<file path="src/rtl/instr_fetch_unit_if.sv">
// rtl/instr_fetch_unit_if.sv - instruction memory, fetch buffer and redirect signals of the fetch unit
interface instr_fetch_unit_if;
    logic        imem_req;
    logic [15:0] imem_addr;
    logic [15:0] imem_rdata;
    logic        imem_ack;
    logic        instr_valid;
    logic        instr_ready;
    logic [15:0] instr;
    logic [3:0]  opcode;
    logic [3:0]  function_code;
    logic [15:0] instr_pc;
    logic        redirect_valid;
    logic [15:0] redirect_pc;
    logic        halted;

    modport master (
        output imem_req,
        output imem_addr,
        input  imem_rdata,
        input  imem_ack,
        output instr_valid,
        input  instr_ready,
        output instr,
        output opcode,
        output function_code,
        output instr_pc,
        input  redirect_valid,
        input  redirect_pc,
        output halted
    );

    modport slave (
        input  imem_req,
        input  imem_addr,
        output imem_rdata,
        output imem_ack,
        input  instr_valid,
        output instr_ready,
        input  instr,
        input  opcode,
        input  function_code,
        input  instr_pc,
        output redirect_valid,
        output redirect_pc,
        input  halted
    );
endinterface

</file>
<file path="src/rtl/instr_fetch_unit.sv">
// rtl/instr_fetch_unit.sv - single-entry instruction fetch buffer with redirect/flush; IFU_HALT_EN adds HALT stop
module instr_fetch_unit #(
    parameter logic [15:0] RESET_PC = 16'h0000
) (
    input  logic                clk,
    input  logic                rst_n,
    instr_fetch_unit_if.master  bus
);

    typedef enum logic [1:0] {
        ST_IDLE = 2'd0,
        ST_REQ  = 2'd1
`ifdef IFU_HALT_EN
        ,
        ST_HALT = 2'd2
`endif
    } state_t;

    state_t      state_q;
    state_t      state_nxt;
    logic [15:0] pc_q;
    logic [15:0] hold_addr_q;
    logic [15:0] instr_q;
    logic [15:0] instr_pc_q;
    logic        instr_valid_q;
    logic        flush_q;
    logic        in_req;
    logic        load;
    logic        consume;

    assign in_req  = (state_q == ST_REQ);
    // A returning word is only kept when no redirect has touched the request.
    assign load    = in_req && bus.imem_ack && !flush_q && !bus.redirect_valid;
    assign consume = instr_valid_q && bus.instr_ready;

`ifdef IFU_HALT_EN
    logic halted_q;
    logic halt_load;

    assign halt_load = load && (bus.imem_rdata[15:12] == 4'b1111);
`endif

    always_ff @(posedge clk) begin
        if (!rst_n) begin
            state_q <= ST_IDLE;
        end else begin
            state_q <= state_nxt;
        end
    end

    always_comb begin
        state_nxt = state_q;
        case (state_q)
            ST_IDLE: begin
                if (!instr_valid_q || bus.instr_ready) begin
                    state_nxt = ST_REQ;
                end
            end
            ST_REQ: begin
                if (bus.imem_ack) begin
                    state_nxt = ST_IDLE;
`ifdef IFU_HALT_EN
                    if (halt_load) begin
                        state_nxt = ST_HALT;
                    end
`endif
                end
            end
`ifdef IFU_HALT_EN
            ST_HALT: begin
                if (bus.redirect_valid) begin
                    state_nxt = ST_IDLE;
                end
            end
`endif
            default: state_nxt = ST_IDLE;
        endcase
    end

    // While flushing, pc already holds the redirect target, so the bus keeps the old address.
    always_comb begin
        bus.imem_req  = 1'b0;
        bus.imem_addr = pc_q;
        if (in_req) begin
            bus.imem_req = 1'b1;
            if (flush_q) begin
                bus.imem_addr = hold_addr_q;
            end
        end
    end

    always_ff @(posedge clk) begin
        if (!rst_n) begin
            pc_q          <= RESET_PC;
            instr_q       <= 16'h0000;
            instr_pc_q    <= 16'h0000;
            instr_valid_q <= 1'b0;
        end else begin
            if (bus.redirect_valid) begin
                pc_q          <= bus.redirect_pc;
                instr_valid_q <= 1'b0;
            end else if (load) begin
                instr_q       <= bus.imem_rdata;
                instr_pc_q    <= pc_q;
                instr_valid_q <= 1'b1;
                pc_q          <= pc_q + 16'd1;
            end else if (consume) begin
                instr_valid_q <= 1'b0;
            end
        end
    end

    always_ff @(posedge clk) begin
        if (!rst_n) begin
            flush_q     <= 1'b0;
            hold_addr_q <= 16'h0000;
        end else if (in_req) begin
            if (bus.imem_ack) begin
                flush_q <= 1'b0;
            end else if (bus.redirect_valid) begin
                flush_q <= 1'b1;
                if (!flush_q) begin
                    hold_addr_q <= pc_q;
                end
            end
        end
    end

`ifdef IFU_HALT_EN
    always_ff @(posedge clk) begin
        if (!rst_n) begin
            halted_q <= 1'b0;
        end else if (bus.redirect_valid) begin
            halted_q <= 1'b0;
        end else if (halt_load) begin
            halted_q <= 1'b1;
        end
    end

    assign bus.halted = halted_q;
`else
    assign bus.halted = 1'b0;
`endif

    assign bus.instr_valid   = instr_valid_q;
    assign bus.instr         = instr_q;
    assign bus.instr_pc      = instr_pc_q;
    assign bus.opcode        = instr_q[15:12];
    assign bus.function_code = instr_q[3:0];

endmodule

</file>
<file path="src/flat_wrapper.sv">
// flat-port wrapper written by rule: the top's interface ports become plain ports
module instr_fetch_unit_flat 
#(
    parameter logic [15:0] RESET_PC = 16'h0000
)
  (clk, rst_n, bus_imem_req, bus_imem_addr, bus_imem_rdata, bus_imem_ack, bus_instr_valid, bus_instr_ready, bus_instr, bus_opcode, bus_function_code, bus_instr_pc, bus_redirect_valid, bus_redirect_pc, bus_halted);
  instr_fetch_unit_if bus_i ();
  input  logic clk;
  input  logic rst_n;
  output wire logic [$bits(bus_i.imem_req)-1:0] bus_imem_req;
  output wire logic [$bits(bus_i.imem_addr)-1:0] bus_imem_addr;
  input wire logic [$bits(bus_i.imem_rdata)-1:0] bus_imem_rdata;
  input wire logic [$bits(bus_i.imem_ack)-1:0] bus_imem_ack;
  output wire logic [$bits(bus_i.instr_valid)-1:0] bus_instr_valid;
  input wire logic [$bits(bus_i.instr_ready)-1:0] bus_instr_ready;
  output wire logic [$bits(bus_i.instr)-1:0] bus_instr;
  output wire logic [$bits(bus_i.opcode)-1:0] bus_opcode;
  output wire logic [$bits(bus_i.function_code)-1:0] bus_function_code;
  output wire logic [$bits(bus_i.instr_pc)-1:0] bus_instr_pc;
  input wire logic [$bits(bus_i.redirect_valid)-1:0] bus_redirect_valid;
  input wire logic [$bits(bus_i.redirect_pc)-1:0] bus_redirect_pc;
  output wire logic [$bits(bus_i.halted)-1:0] bus_halted;
  assign bus_imem_req = bus_i.imem_req;
  assign bus_imem_addr = bus_i.imem_addr;
  assign bus_i.imem_rdata = bus_imem_rdata;
  assign bus_i.imem_ack = bus_imem_ack;
  assign bus_instr_valid = bus_i.instr_valid;
  assign bus_i.instr_ready = bus_instr_ready;
  assign bus_instr = bus_i.instr;
  assign bus_opcode = bus_i.opcode;
  assign bus_function_code = bus_i.function_code;
  assign bus_instr_pc = bus_i.instr_pc;
  assign bus_i.redirect_valid = bus_redirect_valid;
  assign bus_i.redirect_pc = bus_redirect_pc;
  assign bus_halted = bus_i.halted;
  instr_fetch_unit #(.RESET_PC(RESET_PC)) u_core (.clk(clk), .rst_n(rst_n), .bus(bus_i));
endmodule
</file>
<file path="config.mk">
export PLATFORM = sky130hd
export DESIGN_NAME = instr_fetch_unit_flat
export DESIGN_NICKNAME = d
export VERILOG_FILES = /design/src/rtl/instr_fetch_unit_if.sv /design/src/rtl/instr_fetch_unit.sv /design/src/flat_wrapper.sv
export SDC_FILE = /design/constraint.sdc
export NUM_CORES = 1
export LEC_CHECK = 0
export ABC_CLOCK_PERIOD_IN_PS = 1550
export BUFFER_PORTS_ARGS = -buffer_cell sky130_fd_sc_hd__buf_2
export CORE_UTILIZATION = 30
export CTS_CLUSTER_DIAMETER = 120
export DETAILED_ROUTE_END_ITERATION = 8
export GPL_TIMING_DRIVEN = 0
export REMOVE_ABC_BUFFERS = 1
export SLEW_MARGIN = 10
export SYNTH_ARGS = -nofsm -noshare
export SYNTH_HDL_FRONTEND = slang
export SYNTH_SLANG_ARGS = --single-unit
</file>
<file path="constraint.sdc">
create_clock -name clk -period 1.55 [get_ports clk]
set_clock_uncertainty 0.05 [all_clocks]
set_input_delay 0.2325 -clock clk [delete_from_list [all_inputs] [get_ports clk]]
set_output_delay 0.2325 -clock clk [all_outputs]
set_load 0.05 [all_outputs]
</file>
==> results_dict.tcl <==
set metrics [dict create \
    holdPathEnd "u_core.pc_q[0]$_SDFFE_PN0P_" \
    synth-edff-count 0 \
    drc 0 \
    clockBufferDepth 2 \
    worstHoldStart "bus_redirect_pc[0]" \
    crit_chain "nand2_8, mux2_4, buf_6" \
    synth_cell_types 36 \
    syn_inst 356 \
    core_area_um2 9730 \
    hold_path_class "in2reg" \
    initial_core_util 0.309 \
    combPwrFrac 0.193 \
    n_fill_cell 1005 \
    yosysTopAreaCellShare 0.446 \
    wl_per_cell_um 14.6 \
    r2r_cells 4 \
    synth_top_area_cell "dfxtp_1" \
    slowest_delay_ps 460 \
    numClockSinks 67 \
    path_class "reg2out" \
    leakage_nw 1.80 \
    relSlewSlack 0.353 \
    drive_gt1_frac 0.404 \
    netlist_area_um2 3010 \
    rows 36 \
    die_h_um 102 \
    synth_ff_type "dfxtp_1" \
    grt_overflow 0 \
    hold_viol 0 \
    io_pins 96 \
    grt_pass1_wl_um 12600 \
    gr-usage-all-layers 0.164 \
    synth_area_leaders "dfxtp_1 (45%), nand2_1 (14%), a21boi_0 (12%), mux2_2 (6.0%), o21ai_0 (3.0%)" \
    io_buffers 94 \
    grt_pass1_vias 2457 \
    fmax_mhz 590 \
    dpl.hpwl_um 4680 \
    stdcell_count 588 \
    drv_cap 0 \
    drt_iter0_drc 86 \
    ys_ff_latch 67 \
    switching_share 0.305 \
    seqCellArea_um2 1360 \
    ys.warnings.count 0 \
    clk_latency_ps 340 \
    start_kind "register" \
    place_congestion 0.708 \
    dpl.cell_count 549 \
    antennaDiodeCount 0 \
    cts_tree "done" \
    wl_um 8600 \
    violations "setup timing" \
    area_delta_synth_final_pct 41.0 \
    grt_start_max_net_pins 67 \
    period_share 1.09 \
    synthArstFlopShare 0 \
    cts_hold_buf 0 \
    num_vias 2728 \
    r2r_setup_slack_ps -90 \
    drt_first_pass_iters 4 \
    placed_cell_area_um2 3490 \
    worstPathMaxFanout 8 \
    multi_input_area_um2 1710 \
    timing.rr.end "u_core.pc_q[15]$_SDFFE_PN0P_" \
    cts_buffers 9 \
    ant_nets 0 \
    setup_violations 27 \
    cp.arrival_ps 1410 \
    clk_pin_slew_ps 70 \
    p_sw_mw 1.18 \
    crit_required_ps 1270 \
    clockPowerShare 0.325 \
    fin_util 0.436 \
    setup_slack_ps -144 \
    internal_power_mw 2.69 \
    power_density_nw_per_um2 913 \
    viasPerCell 4.64 \
    drv_slew 0 \
    cp_slowest_cell "dfxtp_4" \
    status "finished with violations" \
    tightestPinTransition_ps 971 \
    r2r-start "u_core.flush_q$_SDFFE_PN0P_" \
    rsz0062_at_grt "yes" \
    crit_path_end_kind "output pin" \
    ir_drop_mv 0.376 \
    fin_crit_ps 1690 \
    root_buffer "clkbuf_8" \
    synth.avg_cell_area_um2 8.46 \
    min_path_cells 2 \
    die_w_um 102 \
    nNetsFinal 489 \
    die-area_um2 10400 \
    finalInstanceArea_um2 4250 \
    pre_cts_ws_ps -754 \
    cts_max_level 3 \
    antenna_found_initial 0 \
    seqPwrFrac 0.482 \
    synth_seq_area_share 0.446 \
]
cell families (layout without fill, tap and decap cells):
logic type / count (synthesis) / count (layout) / synth area share
and+or+nand+nor: 141 / 144 / 0.211
AOI/OAI and AO/OA: 84 / 84 / 0.188
DFF: 67 / 67 / 0.446
buffers and inverters: 37 / 133 / 0.0640
muxes: 16 / 16 / 0.0598
xor gates and xnor gates: 9 / 9 / 0.0262
adders and majority gates: 1 / 1 / 0.00416
other: 1 / 1 / 0.00125
worst max-delay path: cells and delay by family (launching register included):
kind | cells | cell delay [ps]
flops | 1 | 460
mux | 1 | 330
buf+inv | 1 | 150
simple gates | 1 | 130
cells in the mapped netlist (2+ instances only):
library cell,count
a21boi_0,47
a21oi_1,8
a31oi_1,6
and3_1,3
buf_2,7
buf_4,10
clkbuf_1,17
dfxtp_1,67
mux2_2,16
nand2_1,109
nand3_1,6
nand4_1,3
nor2_1,4
o211a_1,3
o21ai_0,18
or3_1,5
xnor2_1,2
xor2_1,7
final cells by class:
type | instances | area share
multi-input cells | 255 | 0.402
flip-flops and latches | 67 | 0.321
repair buffers | 116 | 0.197
well taps | 133 | 0.0392
clock buffers | 12 | 0.0342
clock inverters | 3 | 0.00354
inverters | 2 | 0.00236
timing repair:
action	4_1_cts	5_1_grt
gates cloned	2	1
gates resized for setup	73	81
setup buffers	17	4
pin swaps	13	27
endpoints found under the setup margin	73	80
cells in the final DEF, fill, tap and decap left out, drive strengths merged, types with 2 or more instances in the layout:
cell	netlist	layout
buf	18	116
nand2	109	111
dfxtp	67	67
a21boi	48	48
o21ai	18	18
mux2	16	16
clkbuf	17	12
a21oi	8	8
xor2	7	7
a31oi	6	6
nand3	6	6
or3	5	5
nor2	4	5
nand4	4	4
and3	3	3
o211a	3	3
clkinv	0	3
inv	2	2
and4	2	2
xnor2	2	2
metrics by stage:
step,total power [mW],hold WS [ps],TNS (ps)
after floorplan,2.27,320,-39800
after global placement,2.44,389,-64310
after detailed placement,2.46,396,-38860
after CTS,3.84,48.1,-3060
after global routing,4.06,48.6,-5710
final,3.88,58.8,-2750
registers in the layout (all words and copies together), names as in the netlist:
signal                  cells
u_core.bus.instr           16
u_core.bus.instr_pc        16
u_core.bus.instr_valid      1
u_core.flush_q              1
u_core.hold_addr_q         16
u_core.pc_q                16
u_core.state_q              1
routing by layer:
| layer | wire, µm | share of wire | vias up | global-route usage |
|---|---|---|---|---|
| met2 | 4090 | 0.48 | 76 | 0.274 |
| li1 | - | - | 1379 | - |
| met3 | 441 | 0.051 | 12 | 0.0438 |
| met5 | 0 | 0 | - | 0 |
| met1 | 3930 | 0.46 | 1261 | 0.202 |
| met4 | 138 | 0.016 | 0 | 0.0615 |
power by group through the flow:
stage	clock (mW)	combinational, mW	sequential (mW)
floorplan	0	0.291	1.98
global placement	0	0.555	1.89
detailed placement	0	0.566	1.89
CTS	1.29	0.688	1.86
global route	1.38	0.801	1.88
finish	1.26	0.748	1.87
worst max-delay path by stage:
stage                                   startpoint                                    to  slack, ps  depth (start not counted)
finish                 u_core.flush_q$_SDFFE_PN0P_                      bus_imem_addr[5]       -140                          3
global route           u_core.flush_q$_SDFFE_PN0P_                      bus_imem_addr[1]       -190                          3
CTS                    u_core.flush_q$_SDFFE_PN0P_                      bus_imem_addr[4]       -160                          3
detailed placement              bus_redirect_valid      u_core.bus.instr[1]$_SDFFE_PN0P_       -750                          5
global placement    u_core.state_q[0]$_SDFFE_PN0P_  u_core.bus.instr_pc[10]$_SDFFE_PN0P_      -1410                          4
floorplan           u_core.state_q[0]$_SDFFE_PN0P_      u_core.bus.instr[0]$_SDFFE_PN0P_       -750                          4
(Power assumes the default switching activity.)
